`config.mk`:
```
export PLATFORM = sky130hd
export DESIGN_NAME = cache_ctrl
export DESIGN_NICKNAME = d
export VERILOG_FILES = /design/src/rtl/cache_ctrl.sv
export SDC_FILE = /design/constraint.sdc
export NUM_CORES = 1
export LEC_CHECK = 0
export CELL_PAD_IN_SITES_DETAIL_PLACEMENT = 2
export CELL_PAD_IN_SITES_GLOBAL_PLACEMENT = 2
export CORE_ASPECT_RATIO = 1.5
export CORE_MARGIN = 2
export CORE_UTILIZATION = 22
export DETAILED_ROUTE_END_ITERATION = 10
export PLACE_DENSITY = 0.79
export SLEW_MARGIN = 20
export SYNTH_ARGS = -nofsm -noshare
export SYNTH_HDL_FRONTEND = slang
export SYNTH_SLANG_ARGS = --single-unit
```
`constraint.sdc`:
```
create_clock -name clk -period 1.9 [get_ports clk]
set_input_delay 0.19 -clock clk [delete_from_list [all_inputs] [get_ports clk]]
set_output_delay 0.19 -clock clk [all_outputs]
set_load 0.05 [all_outputs]
```
`src/rtl/cache_ctrl.sv`:
```
// ============================================================================
// Module   : cache_ctrl
// Brief    : CPU-side controller for one cache set array. Handles compare
//            accesses, dirty write-back and word-by-word refill from memory.
//            Optional hit/miss counters enabled by defining CACHE_STATS_EN.
// Revision : 1.0
// ============================================================================
`default_nettype none

module cache_ctrl #(
  parameter int  INDEX_W = 3,
  localparam int AW      = 5 + INDEX_W + 2
) (
  input  logic               clk,
  input  logic               rst,
  input  logic               cpu_req,
  input  logic               cpu_write,
  input  logic [AW-1:0]      cpu_addr,
  input  logic [15:0]        cpu_wdata,
  output logic               cpu_busy,
  output logic               cpu_done,
  output logic [15:0]        cpu_rdata,
  output logic               set_enable,
  output logic [INDEX_W-1:0] set_index,
  output logic [1:0]         set_word,
  output logic               set_comp,
  output logic               set_write,
  output logic [4:0]         set_tag,
  output logic [15:0]        set_data,
  output logic               set_valid,
  input  logic               set_hit,
  input  logic               set_dirty,
  input  logic [4:0]         set_tag_out,
  input  logic [15:0]        set_data_out,
  input  logic               set_valid_out,
  output logic               mem_req,
  output logic               mem_write,
  output logic [AW-1:0]      mem_addr,
  output logic [15:0]        mem_wdata,
  input  logic [15:0]        mem_rdata,
`ifdef CACHE_STATS_EN
  input  logic               mem_ready,
  output logic [15:0]        hit_cnt,
  output logic [15:0]        miss_cnt
`else
  input  logic               mem_ready
`endif
);

  typedef enum logic [2:0] {
    S_IDLE    = 3'd0,
    S_COMPARE = 3'd1,
    S_WB      = 3'd2,
    S_ALLOC   = 3'd3,
    S_DONE    = 3'd4
  } state_t;

  state_t             r_state;
  logic [1:0]         r_cnt;
  logic               r_write;
  logic [4:0]         r_tag;
  logic [INDEX_W-1:0] r_index;
  logic [1:0]         r_word;
  logic [15:0]        r_wdata;
  logic               r_done;
  logic [15:0]        r_rdata;

  logic w_hit;
  logic w_last;

  assign w_hit     = set_hit & set_valid_out;
  assign w_last    = (r_cnt == 2'd3);
  assign cpu_busy  = (r_state != S_IDLE);
  assign cpu_done  = r_done;
  assign cpu_rdata = r_rdata;

  always_ff @(posedge clk or negedge rst) begin
    if (!rst) begin
      r_state <= S_IDLE;
      r_cnt   <= 2'd0;
      r_write <= 1'b0;
      r_tag   <= 5'd0;
      r_index <= '0;
      r_word  <= 2'd0;
      r_wdata <= 16'd0;
      r_done  <= 1'b0;
      r_rdata <= 16'd0;
    end else begin
      case (r_state)
        S_IDLE: begin
          if (cpu_req) begin
            r_write <= cpu_write;
            r_tag   <= cpu_addr[AW-1:AW-5];
            r_index <= cpu_addr[INDEX_W+1:2];
            r_word  <= cpu_addr[1:0];
            r_wdata <= cpu_wdata;
            r_state <= S_COMPARE;
          end
        end
        S_COMPARE: begin
          if (w_hit) begin
            r_rdata <= set_data_out;
            r_done  <= 1'b1;
            r_state <= S_DONE;
          end else begin
            r_cnt   <= 2'd0;
            r_state <= (set_valid_out && set_dirty) ? S_WB : S_ALLOC;
          end
        end
        // The counter wraps 3->0 on the same edge that leaves the state.
        S_WB: begin
          if (mem_ready) begin
            r_cnt <= r_cnt + 2'd1;
            if (w_last) r_state <= S_ALLOC;
          end
        end
        S_ALLOC: begin
          if (mem_ready) begin
            r_cnt <= r_cnt + 2'd1;
            if (w_last) r_state <= S_COMPARE;
          end
        end
        S_DONE: begin
          r_done  <= 1'b0;
          r_state <= S_IDLE;
        end
        default: r_state <= S_IDLE;
      endcase
    end
  end

  // Set and memory strobes decode from state so reset clears them at once;
  // the fill write must land in the same cycle as mem_ready.
  always_comb begin
    set_enable = 1'b0;
    set_index  = '0;
    set_word   = 2'd0;
    set_comp   = 1'b0;
    set_write  = 1'b0;
    set_tag    = 5'd0;
    set_data   = 16'd0;
    set_valid  = 1'b0;
    mem_req    = 1'b0;
    mem_write  = 1'b0;
    mem_addr   = '0;
    mem_wdata  = 16'd0;
    case (r_state)
      S_COMPARE: begin
        set_enable = 1'b1;
        set_comp   = 1'b1;
        set_write  = r_write;
        set_index  = r_index;
        set_word   = r_word;
        set_tag    = r_tag;
        set_data   = r_wdata;
      end
      S_WB: begin
        set_enable = 1'b1;
        set_index  = r_index;
        set_word   = r_cnt;
        mem_req    = 1'b1;
        mem_write  = 1'b1;
        mem_addr   = {set_tag_out, r_index, r_cnt};
        mem_wdata  = set_data_out;
      end
      S_ALLOC: begin
        mem_req  = 1'b1;
        mem_addr = {r_tag, r_index, r_cnt};
        if (mem_ready) begin
          set_enable = 1'b1;
          set_write  = 1'b1;
          set_valid  = 1'b1;
          set_index  = r_index;
          set_word   = r_cnt;
          set_tag    = r_tag;
          set_data   = mem_rdata;
        end
      end
      default: ;
    endcase
  end

`ifdef CACHE_STATS_EN
  logic [15:0] r_hit_cnt;
  logic [15:0] r_miss_cnt;
  logic        r_first;

  // Only the first compare of a request counts; the post-fill retry does not.
  always_ff @(posedge clk or negedge rst) begin
    if (!rst) begin
      r_hit_cnt  <= 16'd0;
      r_miss_cnt <= 16'd0;
      r_first    <= 1'b0;
    end else begin
      if (r_state == S_IDLE && cpu_req) begin
        r_first <= 1'b1;
      end else if (r_state == S_COMPARE) begin
        r_first <= 1'b0;
        if (r_first) begin
          if (w_hit) begin
            if (r_hit_cnt != 16'hFFFF) r_hit_cnt <= r_hit_cnt + 16'd1;
          end else begin
            if (r_miss_cnt != 16'hFFFF) r_miss_cnt <= r_miss_cnt + 16'd1;
          end
        end
      end
    end
  end

  assign hit_cnt  = r_hit_cnt;
  assign miss_cnt = r_miss_cnt;
`endif

endmodule

`default_nettype wire

```
==> flow_summary.ini <==
[run_status]
status = complete, but fails checks
violations = setup timing

[hold_path]
worstHoldPathType = in -> async

[sta]
tightest_slew_ns = 0.554
setup_viol = 8
hold_viol_final = 0
rsz0062_at_grt = true
slew_headroom_pct = 63.0
skew_ns = 0.00608
drv_slew = 0
fin_crit_ns = 1.91
finalCritPeriodShare_pct = 101
max_freq_mhz = 523
fin_ws_ns = -0.0124

[route]
drcViolationCount = 0
wl_um = 11000
wl_per_cell_um = 20.8
ant_nets = 0
vias = 2345
first_pass_iters = 4
routed_via_density = 4.46
drtIter0Drc = 24

[floorplan]
die_area_sq_um = 12500
die_y_um = 136
core_sq_um = 11400
die_w_um = 91.9
pin_count = 147
initial_utilization_pct = 22.4
num_rows = 48

[synthesis]
ys_types = 36
synth.area.top_cells = dfrtp_1 (48%), mux2_1 (8.8%), and2_1 (7.6%)
yosysMostFrequentCell = dfrtp_1
synth-main-ff-cell = dfrtp_1
async_reset_ff_share_pct = 100
yosysTopAreaCellShare_pct = 48.1
synth_top_cell_by_area = dfrtp_1
synth-seq-cells = 49
synth-edff-count = 0
yosys_warnings = 0
syn_avg_cell_area_sq_um = 12.3
synth_fp_nets = 279
syn-cell-area_sq_um = 2550
seq_area_frac_synth_pct = 48.1
syn_inst = 207
yosys-top-cells-count = dfrtp_1 (49), and2_1 (31), mux2_1 (20)

[global_routing]
antenna_found_initial = 0
grt.total_usage_pct = 16.9
gr-total-overflow = 0
grt_first_pass_wirelength_um = 15800
grt_pass1_vias = 2738
grt_max_degree = 28

[critical_path]
critPathLaunchType = flip-flop
critPathMaxFanout = 8
cp.required_ns = 1.71
critical_path_arrival_ns = 1.72
endpoint_kind = output pin
worstSetupPathType = reg -> out

[run]
cap_violations = 0

[pwr]
power_w = 0.0111
cellLeakagePower_nw = 2.32
power_density_nw_per_um2 = 2050
ir_worst_vdd_v = 0.00102

[place]
port-buffer-count = 146
dp_hpwl_um = 7730
gp_congestion = 0.701

[cts]
clock_sinks = 49
cts_tree = yes
clk_path_buf_depth = 2
numCtsBuffers = 5
htree_num_levels = 2
cts-root-buf = clkbuf_16
clk_pin_slew_ns = 0.07
clk_latency_ns = 0.29

[cells_and_area]
regArea_sq_um = 1230
drive_above_1_share_pct = 44.4
area_growth_pct = 111
antenna_cells = 0
nNetsFinal = 448
multi_input_area_sq_um = 1430
utilization_pct = 47.3
fill_cells = 1091
## critical path, stage by stage (launching register included)
cell,delay (ns)
dfrtp_2,0.47
buf_6,0.16
nor3b_4,0.24
buf_6,0.15
buf_12,0.13
a22o_4,0.15
buf_12,0.13
## power by group
group | total, W | internal, W | switching (W)
sequential | 0.00196 | 0.00156 | 0.000403
combinational | 0.00817 | 0.00388 | 0.00429
clock | 0.000924 | 0.000518 | 0.000406
## stage by stage
stage / area (sq um) / hold slack (ns) / cells / TNS (ns) / setup WS, ns
final: 5390 / 0.414 / 526 / -0.0468 / -0.0124
after global routing: 5390 / 0.450 / 526 / -0.394 / -0.0485
after CTS: 5240 / 0.423 / 524 / -0.0547 / -0.0157
after detailed placement: 4860 / 0.210 / 503 / 0 / 0.111
after global placement: 4860 / 0.204 / 503 / 0 / 0.126
after floorplan: 2600 / -0.106 / 207 / -0.381 / -0.0660
## final timing paths
| kind | start | to | slack [ns] | cells past startpoint |
|---|---|---|---|---|
| worst max-delay path | r_state[1] | set_data[6] | -0.01 | 6 |
| worst min-delay path | rst | r_tag[0] | 0.41 | 2 |
| worst max register to register | r_state[1] | r_write | 0.03 | 5 |
| worst min register to register | cpu_rdata[4] | cpu_rdata[4] | 0.51 | 1 |
| max in group asynchronous | rst | r_wdata[10] | 0.79 | 3 |
| min in group clk | cpu_wdata[11] | r_wdata[11] | 0.49 | 2 |
## timing repair
| action | CTS | global route |
|---|---|---|
| pin swaps | 1 | 13 |
| setup endpoints to repair | 41 | 38 |
| endpoints found under the hold margin | 20 | 0 |
| gates cloned | 3 | 2 |
| hold buffers | 1 | 0 |
| buffers inserted | 10 | 1 |
| resized for setup | 23 | 29 |
## cells by family (layout without fill, tap and decap cells)
| group | Yosys count | in the layout | synth area share (%) |
|---|---|---|---|
| adder cells (fa/ha/maj) | 1 | 1 | 0.490 |
| AND/OR/NAND/NOR | 64 | 64 | 15.6 |
| buffers and inverters | 16 | 185 | 4.71 |
| multiplexers | 48 | 48 | 22.3 |
| AO/OA/AOI/OAI | 29 | 29 | 8.88 |
| flip-flops | 49 | 49 | 48.1 |
## final cells by class
type                    count  area share (%)
flip-flops and latches     49            22.8
clock inverters             1           0.139
repair buffers            176            44.4
well taps                 150            3.48
multi-input cells         142            26.5
clock buffers               6            2.57
inverters                   2           0.186
## per-layer routing
layer  vias up  GRT usage (%)  routed length [um]
met1      1183           16.3                3660
met4         0           4.15                 126
met5         -              0                   0
li1       1062              -                   -
met3         8           4.82                 620
met2        92           34.6                6560
## flip-flops by register name (all words and copies together) (netlist names), 2 cells and up
name,flops
cpu_rdata,16
r_cnt,2
r_index,3
r_state,3
r_tag,5
r_wdata,16
r_word,2
## placed cells by master (no fill, tap or decap), drive strengths merged, types with 3 or more instances in the layout
cell            n
nand2           3
o21ai           3
mux2i           5
nand2b          5
and2           31
nand3           3
clkbuf          7
mux2           43
nor2           13
clkdlybuf4s50  86
dfrtp          49
nor2b           3
buf            88
a21oi           3
a22o           15
Power figures use the tool's default switching activity.
